**src/rtl/mips_mux_pkg.sv**
```systemverilog
// Shared definitions for the pipelined N:1 operand multiplexor.
package mips_mux_pkg;

    localparam int MAX_INPUTS = 16;
    localparam int MAX_STAGES = 4;

    // Selector width for n inputs; a 1-input or 2-input mux still needs one bit.
    function automatic int sel_width(input int n);
        return (n <= 2) ? 1 : $clog2(n);
    endfunction

    // Control half of a pipeline stage record. The data field depends on
    // LENGTH, so the full record is built from this inside the top level.
    typedef struct packed {
        logic valid;
        logic err;
    } stage_ctl_t;

endpackage

```
**src/rtl/multiplexor_n_comb.sv**
```systemverilog
// Combinational N:1 select with out-of-range selector detection.
module multiplexor_n_comb
    import mips_mux_pkg::*;
#(
    parameter int LENGTH = 32,
    parameter int INPUTS = 4
) (
    input  logic [INPUTS*LENGTH-1:0]     i_data,
    input  logic [sel_width(INPUTS)-1:0] i_selector,
    output logic [LENGTH-1:0]            data,
    output logic                         err
);

    localparam int SEL_W = sel_width(INPUTS);

    // Forward the addressed input; an unmatched selector yields zeros plus err.
    always_comb begin
        data = '0;
        err  = 1'b1;
        for (int k = 0; k < INPUTS; k++) begin
            if (i_selector == SEL_W'(k)) begin
                data = i_data[k*LENGTH +: LENGTH];
                err  = 1'b0;
            end
        end
    end

endmodule

```
**src/rtl/multiplexor_pipe_param.sv**
```systemverilog
// N:1 multiplexor followed by a STAGES-deep register pipeline with stall,
// flush, valid tracking and a saturating out-of-range selector counter.
module multiplexor_pipe_param
    import mips_mux_pkg::*;
#(
    parameter int LENGTH    = 32,
    parameter int INPUTS    = 4,
    parameter int STAGES    = 1,
    parameter int ERR_CNT_W = 8
) (
    input  logic                         clk,
    input  logic                         rst,
    input  logic [INPUTS*LENGTH-1:0]     i_data,
    input  logic [sel_width(INPUTS)-1:0] i_selector,
    input  logic                         i_valid,
    input  logic                         i_stall,
    input  logic                         i_flush,
    output logic [LENGTH-1:0]            out,
    output logic                         o_valid,
    output logic                         o_sel_err,
    output logic [ERR_CNT_W-1:0]         o_err_count
);

    localparam int SEL_W = sel_width(INPUTS);

    generate
        if (INPUTS < 2 || INPUTS > MAX_INPUTS || STAGES < 1 || STAGES > MAX_STAGES) begin : g_bad_param
            $error("multiplexor_pipe_param: INPUTS must be 2..16 and STAGES 1..4");
        end
    endgenerate

    typedef struct packed {
        logic [LENGTH-1:0] data;
        stage_ctl_t        ctl;
    } stage_t;

    logic [LENGTH-1:0]    sel_data;
    logic                 sel_err;
    stage_t               stg [STAGES];
    logic [ERR_CNT_W-1:0] err_cnt;
    logic                 advance;

    multiplexor_n_comb #(
        .LENGTH (LENGTH),
        .INPUTS (INPUTS)
    ) u_sel (
        .i_data     (i_data),
        .i_selector (i_selector),
        .data       (sel_data),
        .err        (sel_err)
    );

    assign advance = !i_flush && !i_stall;

    // Stage chain: reset and flush clear everything, stall holds, else shift.
    always_ff @(posedge clk) begin
        if (rst || i_flush) begin
            for (int k = 0; k < STAGES; k++) stg[k] <= '0;
        end else if (!i_stall) begin
            stg[0].data      <= sel_data;
            stg[0].ctl.valid <= i_valid;
            stg[0].ctl.err   <= i_valid && sel_err;
            for (int k = 1; k < STAGES; k++) stg[k] <= stg[k-1];
        end
    end

    // Count accepted out-of-range selections; sticks at all-ones, only rst clears.
    always_ff @(posedge clk) begin
        if (rst) begin
            err_cnt <= '0;
        end else if (advance && i_valid && sel_err && (err_cnt != {ERR_CNT_W{1'b1}})) begin
            err_cnt <= err_cnt + 1'b1;
        end
    end

    assign out         = stg[STAGES-1].data;
    assign o_valid     = stg[STAGES-1].ctl.valid;
    assign o_sel_err   = stg[STAGES-1].ctl.err;
    assign o_err_count = err_cnt;

endmodule
```
**config.mk**
```make
export PLATFORM = sky130hd
export DESIGN_NAME = multiplexor_pipe_param
export DESIGN_NICKNAME = d
export VERILOG_FILES = /design/src/rtl/mips_mux_pkg.sv /design/src/rtl/multiplexor_n_comb.sv /design/src/rtl/multiplexor_pipe_param.sv
export SDC_FILE = /design/constraint.sdc
export NUM_CORES = 1
export LEC_CHECK = 0
export CAP_MARGIN = 25
export CORE_ASPECT_RATIO = 1.25
export CORE_MARGIN = 4
export CORE_UTILIZATION = 30
export CTS_CLUSTER_SIZE = 12
export DETAILED_ROUTE_END_ITERATION = 8
export GPL_TIMING_DRIVEN = 0
export PLACE_DENSITY = 0.83
export SETUP_SLACK_MARGIN = 0.15
export SLEW_MARGIN = 20
export SYNTH_ARGS = -nofsm -noshare
export SYNTH_HDL_FRONTEND = slang
export SYNTH_HIERARCHICAL = 1
export SYNTH_SLANG_ARGS = --single-unit
```
**constraint.sdc**
```tcl
create_clock -name clk -period 1.93 [get_ports clk]
set_clock_uncertainty 0.15 [all_clocks]
set_input_delay 0.386 -clock clk [delete_from_list [all_inputs] [get_ports clk]]
set_output_delay 0.386 -clock clk [all_outputs]
set_load 0.005 [all_outputs]
```
======== Word level (Yosys, flattened, before mapping) ========
Memories as Yosys holds them, arrays and structs flattened.
Index checks and enable logic that the tools add are counted.
storage, ports and cells
  memory bits (writable) .................. 34
  logic and storage cells ................. 32
  memories kept ........................... 1
  register bits ........................... 8
  input bits .............................. 135
operators by class
  $add $sub $neg .......................... 1
  mux-type cells .......................... 15
  equal/unequal tests ..................... 4
  reductions and logical operators ........ 10
memories
  memory  words  bits a word  rd ports  clocked after memory_dff  wr ports  line                          text
  stg     1      34           1         0                         3         multiplexor_pipe_param.sv:39  stage_t stg [STAGES];
operator list
  operator                                             count
  two-way mux 32 bit                                   4
  two-way mux 34 bit                                   1
  OR reduction 34 bit                                  1
  two-way mux 1 bit                                    9
  adder 8 x 1 -> 8 bit, second input constant          1
  != test 8 bit, second input constant                 1
  logical AND 1 bit                                    5
  equality test 2 bit, second input constant           2
  equality test 2 x 1 -> 1 bit, second input constant  1
  logical NOT 1 bit                                    2
  logical NOT 2 bit                                    1
  two-way mux 2 bit                                    1
  logical OR 1 bit                                     1

======== Longest topological paths before layout ========
  word-level depth ........................ 7
  mapped depth ............................ 5

======== Cells and area by module ========
The synthesis kept the hierarchy.
modules (own cells, without submodules)
  module                  cells each  area each (sq um)  times used
  multiplexor_pipe_param  119         1665.3             1
  multiplexor_n_comb      41          825.8              1

======== Least setup slack after synthesis ========
Ideal clock, no wire load.
  path type ............................... input to register
  from .................................... input rst
  to ...................................... memory stg[0][0] in the netlist's numbering, enable pin
  buffers on the path ..................... 1
  setup slack ............................. -0.062 ns
  data arrival time ....................... 1.451 ns
  stages on the path ...................... 3
  setup time .............................. 0.392 ns
  path through ............................ clkbuf_1 nor2_1 nand2_1
RTL lines
  what         line                          text
  from (decl)  multiplexor_pipe_param.sv:12  input logic rst,
  to (decl)    multiplexor_pipe_param.sv:39

======== Worst setup path in the final report ========
  from .................................... register err_cnt[1] (netlist: o_err_count[1])
  to ...................................... output o_err_count[1]
RTL lines
  what                    line                          text
  from (decl)             multiplexor_pipe_param.sv:40  logic [ERR_CNT_W-1:0] err_cnt;
  from (signal assigned)  multiplexor_pipe_param.sv:72  err_cnt <= err_cnt + 1'b1;
  to (decl)               multiplexor_pipe_param.sv:21  output logic [ERR_CNT_W-1:0] o_err_count
No word-level cell between the ends.

==> impl_metrics.toml <==
[run_status]
status = "complete, no violations"

[die]
start_util = 0.314
die_x_um = 89.5
fp.coreArea_um2 = 7930
die-area_um2 = 9830
io_pins = 177
fp.dieH_um = 110
rows = 36

[critical_path]
startpoint_type = "flip-flop"
cpPeakStageDelay_ns = 0.52
required_ns = 1.39
path_buf_inv = 1
worst-endpoint-arrival_ns = 1.18
path_depth = 1
end_kind = "primary output"
crit_fanout = 5
cpMaxStageDelayCell = "clkdlybuf4s50_1"
path_cells = "clkdlybuf4s50_1"
path_class = "reg2out"
ff2ff_path_depth = 2
cp_top_family = "buffers and inverters"

[sta]
fmax_ghz = 0.583
period_share = 0.889
rsz0062_at_grt = "false"
finalHoldViolCount = 0
final-max-slew-violation-count = 0
timing.setup.tns_ns = 0
final.min_clock_period_ns = 1.71
setup_viol = 0

[drt]
wl_um = 7850
vias = 2142
routedWlPerCell_um = 17.8
drt_iter0_markers = 49
drc_errors = 0
drt-pass1-iter-count = 4
final_antenna_net_count = 0
vias_per_cell = 4.85

[yosys]
synth_commonest_cells = "edfxtp_1 (34), and2_1 (33), mux4_2 (30), nor2_1 (9), dfxtp_1 (8)"
yosysWarnings = 6
synth-edff-count = 34
synth-async-reset-ratio = 0
syn_inst = 160
ys_dominant_reg_cell = "edfxtp_1"
synth_area_leader_cell = "edfxtp_1"
ys_ff_latch = 42
yosysMostFrequentCell = "edfxtp_1"
synth_nets = 296
synth_area_leaders = "edfxtp_1 (41%), mux4_2 (27%), and2_1 (8.3%)"
synth.top_cell.area_share = 0.410
avgSynthCellArea_um2 = 15.6
synth_cell_types = 33
ys_seq_area_frac = 0.474
synthesis.area_um2 = 2490

[grt]
grt_pass1_vias = 2336
busiest_layer = "met2"
grt_start_max_net_pins = 18
grt_pass1_wl_um = 11500
grt.overflow.total = 0
grt_use_met2 = 0.288
met3_usage = 0.0547
met1_usage = 0.171
grtUsageTotal = 0.158
antenna_found_initial = 0

[final_layout]
area_growth_pct = 83.4
fillers = 672
drive_gt1_frac = 0.196
finalInstanceArea_um2 = 4570
final_util = 0.576
diodes = 0
nNetsFinal = 482

[clock_network]
clkLatencyLatePin_ns = 0.29
clk_pin_slew_ns = 0.08
clockRootBuffer = "clkbuf_8"
cts_htree_levels = 2
tritoncts = "built"
cts_buffer_depth = 2
cts_sinks = 42
numCtsBuffers = 5

[place]
placed_area_um2 = 4360
hpwl_um = 6710
io_buffers = 175
gp_congestion = 0.858

[power_and_ir_drop]
p_leak_uw = 0.00176
total_power_uw = 2300
cellPowerDensity_nw_per_um2 = 503
irDropWorstVdd_mv = 0.319

[min_path]
min_path_cells = 2
hold_class = "reg2reg"

[flow_run]
maxCapViolCount = 0
-- metrics by stage --
stage / instances / hold slack [ns] / worst slack (ns)
after floorplan: 160 / 0.398 / 0.238
after global placement: 430 / 0.411 / -0.522
after detailed placement: 430 / 0.416 / -0.569
after CTS: 439 / 0.417 / 0.130
after global routing: 442 / 0.435 / 0.159
final: 442 / 0.394 / 0.215
-- cell families (layout without fill, tap and decap cells) --
| kind of cell | Yosys count | in the layout | synth area share |
|---|---|---|---|
| XOR/XNOR | 2 | 2 | 0.00703 |
| other | 1 | 1 | 0.00151 |
| multiplexers | 35 | 35 | 0.305 |
| AO/OA/AOI/OAI | 9 | 9 | 0.0261 |
| flip-flops | 42 | 42 | 0.474 |
| adder cells (fa/ha/maj) | 1 | 1 | 0.00502 |
| AND/OR/NAND/NOR | 57 | 58 | 0.136 |
| buffers and inverters | 13 | 199 | 0.0452 |
-- cell type report --
class | count | area, µm² | area share
repair buffers | 178 | 1780 | 0.390
multi-input cells | 106 | 1230 | 0.269
flip-flops and latches | 42 | 1200 | 0.262
plain buffers | 12 | 129 | 0.0282
well taps | 95 | 119 | 0.0260
clock buffers | 8 | 110 | 0.0241
inverters | 1 | 3.75 | 0.000821
-- worst paths after layout --
path / from / to / slack [ns]
max reg2reg: o_err_count[3] / o_err_count[3] / 0.92
min reg2reg: o_err_count[0] / o_err_count[0] / 0.39
min: o_err_count[0] / o_err_count[0] / 0.39
max: o_err_count[1] / o_err_count[1] / 0.22
-- timing repair --
action                                  in CTS  in global routing
gates resized for setup                     17                 10
endpoints found under the setup margin      71                 40
cloned                                       1                  0
hold buffers                                 0                  0
buffers inserted                             0                  3
pin swaps                                    2                  1
-- routing by layer --
metal  routed length, µm  vias to the layer above
li1                    -                     1015
met1                2600                     1008
met2                4250                      110
met3                 843                        9
met4                 151                        0
met5                   0                        -
-- cells in the final DEF, fill, tap and decap left out, types with 2 or more instances in the layout --
cell             instances
mux4_1                   2
and2_1                  33
nand4_1                  2
nor3_1                   2
clkbuf_2                 4
nand2_4                  2
mux4_2                  30
and3_1                   3
buf_12                   3
clkbuf_8                 8
buf_6                    3
dfxtp_2                  6
a21oi_1                  3
clkdlybuf4s50_1        172
dlymetal6s2s_1           3
nor2_1                   8
dfxtp_4                  2
mux2i_1                  2
edfxtp_1                34
xor2_1                   2
buf_4                    5
-- registers in the layout, indices dropped and copies added, names as in the netlist --
name / cells
o_err_count: 8
stg: 34
-- where the power goes --
group,internal [µW],switching [µW],leakage (µW),total (µW)
Clock,361,290,0.0000575,652
Combinational,453,154,0.00124,607
Sequential,1020,13.7,0.000460,1040
Total,1840,458,0.00176,2300
Note: power is estimated with default switching activity, not from simulation.
